### src/rtl/rf_pkg.sv
// Shared constants for the register-file write path.
// The requester enum names the producers that own each arbiter port.
package rf_pkg;
  localparam int RF_ADDR_W   = 5;
  localparam int RF_DATA_W   = 32;
  localparam int RF_ZERO_REG = 0;

  typedef enum int unsigned {
    REQ_ALU  = 0,
    REQ_LOAD = 1,
    REQ_MUL  = 2
  } req_id_e;
endpackage

### src/rtl/rr_pick.sv
// Combinational round-robin picker: first set request scanning from ptr upward, wrapping.
// Shared by the write-port and read-port arbiters.
module rr_pick #(
  parameter  int N     = 3,
  localparam int PTR_W = $clog2(N)
) (
  input  logic [N-1:0]     req_i,
  input  logic [PTR_W-1:0] ptr_i,
  output logic [N-1:0]     gnt_o,
  output logic [PTR_W-1:0] idx_o,
  output logic             any_o
);

  function automatic logic [PTR_W-1:0] wrap_idx(input logic [PTR_W-1:0] p, input int k);
    int s;
    s = int'(p) + k;
    if (s >= N) s = s - N;
    return PTR_W'(s);
  endfunction

  // Scan from the far end so the closest hit to ptr is the last one assigned.
  always_comb begin
    idx_o = '0;
    any_o = 1'b0;
    for (int k = N - 1; k >= 0; k--) begin
      if (req_i[wrap_idx(ptr_i, k)]) begin
        idx_o = wrap_idx(ptr_i, k);
        any_o = 1'b1;
      end
    end
  end

  assign gnt_o = any_o ? (N'(1) << idx_o) : '0;

endmodule

### src/rtl/rf_write_arbiter.sv
// Round-robin arbiter sharing the register file's single write port.
// The granted write is registered and issued one cycle after acceptance.
module rf_write_arbiter
  import rf_pkg::*;
#(
  parameter  int NUM_REQ = 3,
  parameter  int ADDR_W  = RF_ADDR_W,
  parameter  int DATA_W  = RF_DATA_W,
  localparam int IDX_W   = $clog2(NUM_REQ)
) (
  input  logic                      clk,
  input  logic                      reset,
  input  logic                      hold,
  input  logic [NUM_REQ-1:0]        req_valid,
  input  logic [NUM_REQ*ADDR_W-1:0] req_addr,
  input  logic [NUM_REQ*DATA_W-1:0] req_data,
  output logic [NUM_REQ-1:0]        req_ready,
  output logic                      rf_write,
  output logic [ADDR_W-1:0]         rf_addr,
  output logic [DATA_W-1:0]         rf_data,
  output logic [IDX_W-1:0]          grant_idx,
  output logic [15:0]               write_count
);

  logic [IDX_W-1:0]   ptr_q, ptr_d;
  logic [IDX_W-1:0]   grant_idx_q, grant_idx_d;
  logic               rf_write_q, rf_write_d;
  logic [ADDR_W-1:0]  rf_addr_q, rf_addr_d;
  logic [DATA_W-1:0]  rf_data_q, rf_data_d;
  logic [15:0]        write_count_q, write_count_d;

  logic [NUM_REQ-1:0] gnt;
  logic [IDX_W-1:0]   pick_idx;
  logic               pick_any;
  logic               accept;

  rr_pick #(.N(NUM_REQ)) u_pick (
    .req_i (req_valid),
    .ptr_i (ptr_q),
    .gnt_o (gnt),
    .idx_o (pick_idx),
    .any_o (pick_any)
  );

  assign accept    = pick_any & ~hold;
  assign req_ready = {NUM_REQ{accept & reset}} & gnt;

  always_comb begin
    ptr_d         = ptr_q;
    grant_idx_d   = grant_idx_q;
    rf_write_d    = 1'b0;
    rf_addr_d     = rf_addr_q;
    rf_data_d     = rf_data_q;
    if (accept) begin
      ptr_d       = (pick_idx == IDX_W'(NUM_REQ - 1)) ? '0 : pick_idx + IDX_W'(1);
      grant_idx_d = pick_idx;
      rf_addr_d   = req_addr[int'(pick_idx)*ADDR_W +: ADDR_W];
      rf_data_d   = req_data[int'(pick_idx)*DATA_W +: DATA_W];
      // Register 0 is hardwired: the write is consumed but never strobed.
      rf_write_d  = (rf_addr_d != ADDR_W'(RF_ZERO_REG));
    end
    write_count_d = write_count_q + 16'(rf_write_d);
  end

  always_ff @(posedge clk or negedge reset) begin
    if (!reset) begin
      ptr_q         <= '0;
      grant_idx_q   <= '0;
      rf_write_q    <= 1'b0;
      rf_addr_q     <= '0;
      rf_data_q     <= '0;
      write_count_q <= '0;
    end else begin
      ptr_q         <= ptr_d;
      grant_idx_q   <= grant_idx_d;
      rf_write_q    <= rf_write_d;
      rf_addr_q     <= rf_addr_d;
      rf_data_q     <= rf_data_d;
      write_count_q <= write_count_d;
    end
  end

  assign rf_write    = rf_write_q;
  assign rf_addr     = rf_addr_q;
  assign rf_data     = rf_data_q;
  assign grant_idx   = grant_idx_q;
  assign write_count = write_count_q;

endmodule

### config.mk
export PLATFORM = sky130hd
export DESIGN_NAME = rf_write_arbiter
export DESIGN_NICKNAME = d
export VERILOG_FILES = /design/src/rtl/rf_pkg.sv /design/src/rtl/rr_pick.sv /design/src/rtl/rf_write_arbiter.sv
export SDC_FILE = /design/constraint.sdc
export NUM_CORES = 1
export LEC_CHECK = 0
export CORE_ASPECT_RATIO = 1.1
export CORE_UTILIZATION = 42
export CTS_CLUSTER_SIZE = 20
export DETAILED_ROUTE_END_ITERATION = 8
export PLACE_DENSITY = 0.95
export SKIP_CTS_REPAIR_TIMING = 1
export SYNTH_ARGS = -nofsm -noshare
export SYNTH_HDL_FRONTEND = slang
export SYNTH_HIERARCHICAL = 1
export SYNTH_SLANG_ARGS = --single-unit
### constraint.sdc
create_clock -name clk -period 7 [get_ports clk]
set_clock_uncertainty 0.05 [all_clocks]
set_input_delay 1.4 -clock clk [delete_from_list [all_inputs] [get_ports clk]]
set_output_delay 1.4 -clock clk [all_outputs]
set_load 0.02 [all_outputs]
Word-level counts from Yosys, hierarchy flattened

Cells that the tools add are included.

Flip-flop bits (word level): 58
Latch bits: 0
Memories: 0
Bits of input ports: 117
Word-level logic and storage cells: 47
Memory bits (writable): 0
Output and inout bits: 59
ROM bits: 0

Add/subtract/negate cells: 7
Multipliers: 1
$lt $le $gt $ge: 6
Shift-type cells: 3
Reductions and logical operators: 1
Divide/modulo/power cells: 0
Eq/ne operators: 1
Mux-type cells: 18
Bitwise operators: 4

Operators with widths:

| operator              | count |
|---|---|
| $shiftx A96 B8 Y32    | 1 |
| $add A16 B1 Y16       | 1 |
| $shiftx A15 B6 Y5     | 1 |
| $mux W2               | 7 |
| $lt A2 B3 Y1 const B  | 3 |
| $mux W1               | 7 |
| $bmux W1 S2           | 3 |
| $ge A3 B2 Y1 const B  | 2 |
| $mul A2 B3 Y5 const B | 1 |
| $reduce_bool A5 Y1    | 1 |
| $sub A2 B1 Y2 const B | 2 |
| $add A2 B1 Y3 const B | 1 |
| $add A2 B2 Y3 const B | 1 |
| $and A3 B3 Y3         | 1 |
| $mux W3               | 1 |
| $shl A1 B2 Y3 const A | 1 |
| $add A2 B1 Y2 const B | 1 |
| $and A1 B1 Y1         | 2 |
| $eq A2 B2 Y1 const B  | 1 |
| $ge A2 B2 Y1 const B  | 1 |
| $sub A2 B2 Y2 const B | 1 |
| $not A1 Y1            | 1 |

Depth between registers and ports, before layout

Depth in word-level cells: 13
Depth in mapped cells: 17
Mapped depth without buffers: 14

By module

Netlist, hierarchy kept.

Modules (own cells, without submodules):

| module           | area an instance (sq um) | instances | seq. area each (sq um) | cells an instance |
|---|---|---|---|---|
| rf_write_arbiter | 2991.6                   | 1         | 1451.4                 | 321 |
| rr_pick          | 214.0                    | 1         | 0.0                    | 31 |

Worst setup path after synthesis

Ideal clock, no wire load.

Path kind: input-to-output
Start point: input port req_valid[1]
End point: output port req_ready[0]
Data required time: 5.550 ns
Cell stages on the path: 5
Data arrival time: 2.617 ns
Path buffers: 0
Setup slack: 2.933 ns
Cell sequence: a22oi_1 -> a21oi_2 -> or4_4 -> nor2b_1 -> and3_1

Word-level cells in the longest chain between the ends: 8
Elaborated cells on any way between the ends: 17
Classes of those cells: 1 x shift; 13 x mux; 3 x bitwise

Ends and longest elaborated chain:

| element                       | RTL line               | text |
|---|---|---|
| start, declared               | rf_write_arbiter.sv:14 | `input logic [NUM_REQ-1:0] req_valid,` |
| $bmux W1 S2                   | rr_pick.sv:26          | `if (req_i[wrap_idx(ptr_i, k)]) begin` |
| $mux W1 (not written as such) | rr_pick.sv:26          |  |
| $mux W1 (2 in a row)          | rr_pick.sv:26          |  |
| $mux W1 *                     | rr_pick.sv:26          |  |
| net pick_any                  | rf_write_arbiter.sv:34 | `logic pick_any;` |
| $and A1 B1 Y1                 | rf_write_arbiter.sv:45 | `assign accept = pick_any & ~hold;` |
| $and A1 B1 Y1                 | rf_write_arbiter.sv:46 | `assign req_ready = {NUM_REQ{accept & reset}} & gnt;` |
| $and A3 B3 Y3 *               | rf_write_arbiter.sv:46 |  |
| end, declared                 | rf_write_arbiter.sv:17 | `output logic [NUM_REQ-1:0] req_ready,` |

Mark *: on every way through the listed nets, which the timed path passes. The rest lies on a longest branch. The select of a mux whose other input is x is not followed.

Final worst setup path

Ends and elaborated chain as after synthesis.

==> impl_metrics.ini <==
[route]
antenna_left = 0
viasPerCell = 5.19
wl_per_cell_um = 14.9
finalWirelength_mm = 9.11
drc_errors = 0
firstDrtPassIters = 4
drt-initial-drc-count = 113
vias = 3171

[sta]
fmax_ghz = 0.191
fin_crit_ps = 5230
slew_viol_final = 0
hold_violations = 0
grt_setup_unrepaired = false
worst_pin_slew_ps = 664
fin_crit_sh_pct = 74.8
fin_tns_setup_ps = 0
slew_headroom_pct = 55.8
report.final.setup_viol = 0

[power]
powerDensity_nw_per_um2 = 390
leakagePower_nw = 2.20
vdd_drop_max_uv = 173

[global_route]
grt.overflow.total = 0
antenna_found_initial = 0
grt_pass1_vias = 3196
gr-usage-all-layers_pct = 24.3
grt_pass1_wl_mm = 15.0
grt_max_degree = 80

[setup_path]
worstPathMaxFanout = 7
critical_path_required_ps = 5550
reg2regPathDepth = 16
critPathArrivalTime_ps = 3780
r2r_start = ptr_q[1]
reg2reg_to = write_count[12]
crit_type = primary input to output port
end_kind = output port
critPathLaunchType = primary input
crit_path_end = req_ready[0]
rrSetupSlack_ps = 2830
startpoint = req_valid[1]

[placed_design]
dp_hpwl_mm = 6.92
placed_cell_area_um2 = 5000
place_congestion = 0.896
portBuffers = 175

[logic_synthesis]
synthTopCellsByArea = dfrtp_1 45%, mux2i_1 12%, nand2_1 6.7%
synth_top_area_share_pct = 45.3
synth_edf_count = 0
synth_largest_area_cell = dfrtp_1
synth_seq_cells = 58
yosysMostFrequentCell = dfrtp_1
syn_area_um2 = 3210
synth.distinct_cells = 35
synth_cells = 352
ys_seq_area_share_pct = 45.3
avgSynthCellArea_um2 = 9.11
synth_common_cells = 58 x dfrtp_1, 57 x nand2_1, 40 x nor2_1
synthFlopType = dfrtp_1
yosysWarnings = 6
async_flop_share_pct = 100
synth_nets = 474

[worst_hold_path]
hold_class = register to register

[clock_tree]
cts_max_level = 3
clock-root-buffer = clkbuf_8
clock_sinks = 58
clk_latency_ps = 330
numCtsBuffers = 9
clockBufferDepth = 2
clk_pin_slew_worst_paths_ps = 70
cts_tree = yes

[final_layout]
seq_area_um2 = 1450
multi_input_area_um2 = 1640
diodes = 0
drive_gt1_share_pct = 6.11
nets = 642
fin_util_pct = 69.8
final_area_um2 = 5190
fill_cells = 575
areaGrowthSynthToFinish_pct = 61.8

[floorplan]
rows = 33
fp.dieH_um = 93.6
core_area_um2 = 7430
initial_utilization_pct = 43.1
die_w_um = 85.3
io_pins = 176
die_area_um2 = 7990

[run]
max-cap-violations = 0

[outcome]
status = complete, no violations
## registers in the layout, summed over array words and instances, names as in the netlist
name and count:
rf_data 32, write_count 16, rf_addr 5, grant_idx 2, ptr_q 2, rf_write 1
## power by group
group	total, W	switching, W	internal [W]
Combinational	0.00117	0.000636	0.000533
Sequential	0.000559	0.0000849	0.000474
Clock	0.000292	0.000130	0.000162
Total	0.00202	0.000851	0.00117
## worst min path at each step
stage	from	cells past startpoint	slack, ps	end
after global placement	write_count[15]	1	410	write_count[15]
after CTS	write_count[15]	1	420	write_count[15]
after detailed placement	write_count[15]	1	410	write_count[15]
after global routing	write_count[15]	1	440	write_count[15]
final	write_count[15]	1	420	write_count[15]
after floorplan	ptr_q[0]	2	430	ptr_q[0]
## per-layer routing
layer	vias to the layer above	GRT usage, %	share of wire (%)
met4	0	10.1	2.7
met3	22	5.56	5.9
met1	1471	27.3	39
met5	-	0	0
li1	1543	-	-
met2	135	44.1	53
## layout by cell type (no fill, tap or decap), types with 2 or more instances in the layout
cell | netlist | final
ha_1 | 5 | 5
nor2b_1 | 3 | 2
nand4_1 | 3 | 3
nand2b_1 | 3 | 2
dfrtp_1 | 58 | 58
a21oi_1 | 37 | 37
o2bb2ai_1 | 2 | 2
inv_1 | 5 | 5
mux2i_1 | 39 | 39
nand3_1 | 6 | 6
o21ai_0 | 35 | 35
and3_1 | 5 | 5
clkdlybuf4s50_1 | 0 | 174
nor3_2 | 2 | 2
xor2_1 | 3 | 3
nor2_1 | 40 | 39
clkinv_2 | 0 | 2
xnor2_1 | 11 | 11
clkbuf_8 | 0 | 9
buf_4 | 7 | 5
nand2_1 | 57 | 57
## final cells by class
type,count,area share (%)
repair buffers,180,34.4
multi-input cells,266,31.6
flip-flops and latches,58,28.0
clock buffers,10,2.46
well taps,87,2.10
clock inverters,5,1.09
inverters,5,0.362
## critical path, stage by stage
cell and delay [ps]:
clkdlybuf4s50_1 530, a22oi_1 280, a21oi_2 90, or4_4 530, nor2b_1 220, and3_1 200
clkdlybuf4s50_1 530
## cells by family after synthesis
group	synth area share (%)
AND/OR/NAND/NOR	18.0
AO/OA/AOI/OAI	14.3
flip-flops	45.3
multiplexers	12.2
buffers and inverters	4.53
XOR/XNOR	3.83
adder cells (fa/ha/maj)	1.95
## per-stage QoR
| step | cells | hold WS, ps | worst slack (ps) | total power, W |
|---|---|---|---|---|
| after global routing | 611 | 436 | 1620 | 0.00218 |
| final | 611 | 424 | 1770 | 0.00202 |
| after detailed placement | 596 | 414 | 1780 | 0.00174 |
| after floorplan | 352 | 427 | 2930 | 0.00128 |
| after CTS | 611 | 424 | 1780 | 0.00203 |
| after global placement | 596 | 406 | 1830 | 0.00169 |
No activity file was read; power rests on OpenSTA's default activity.
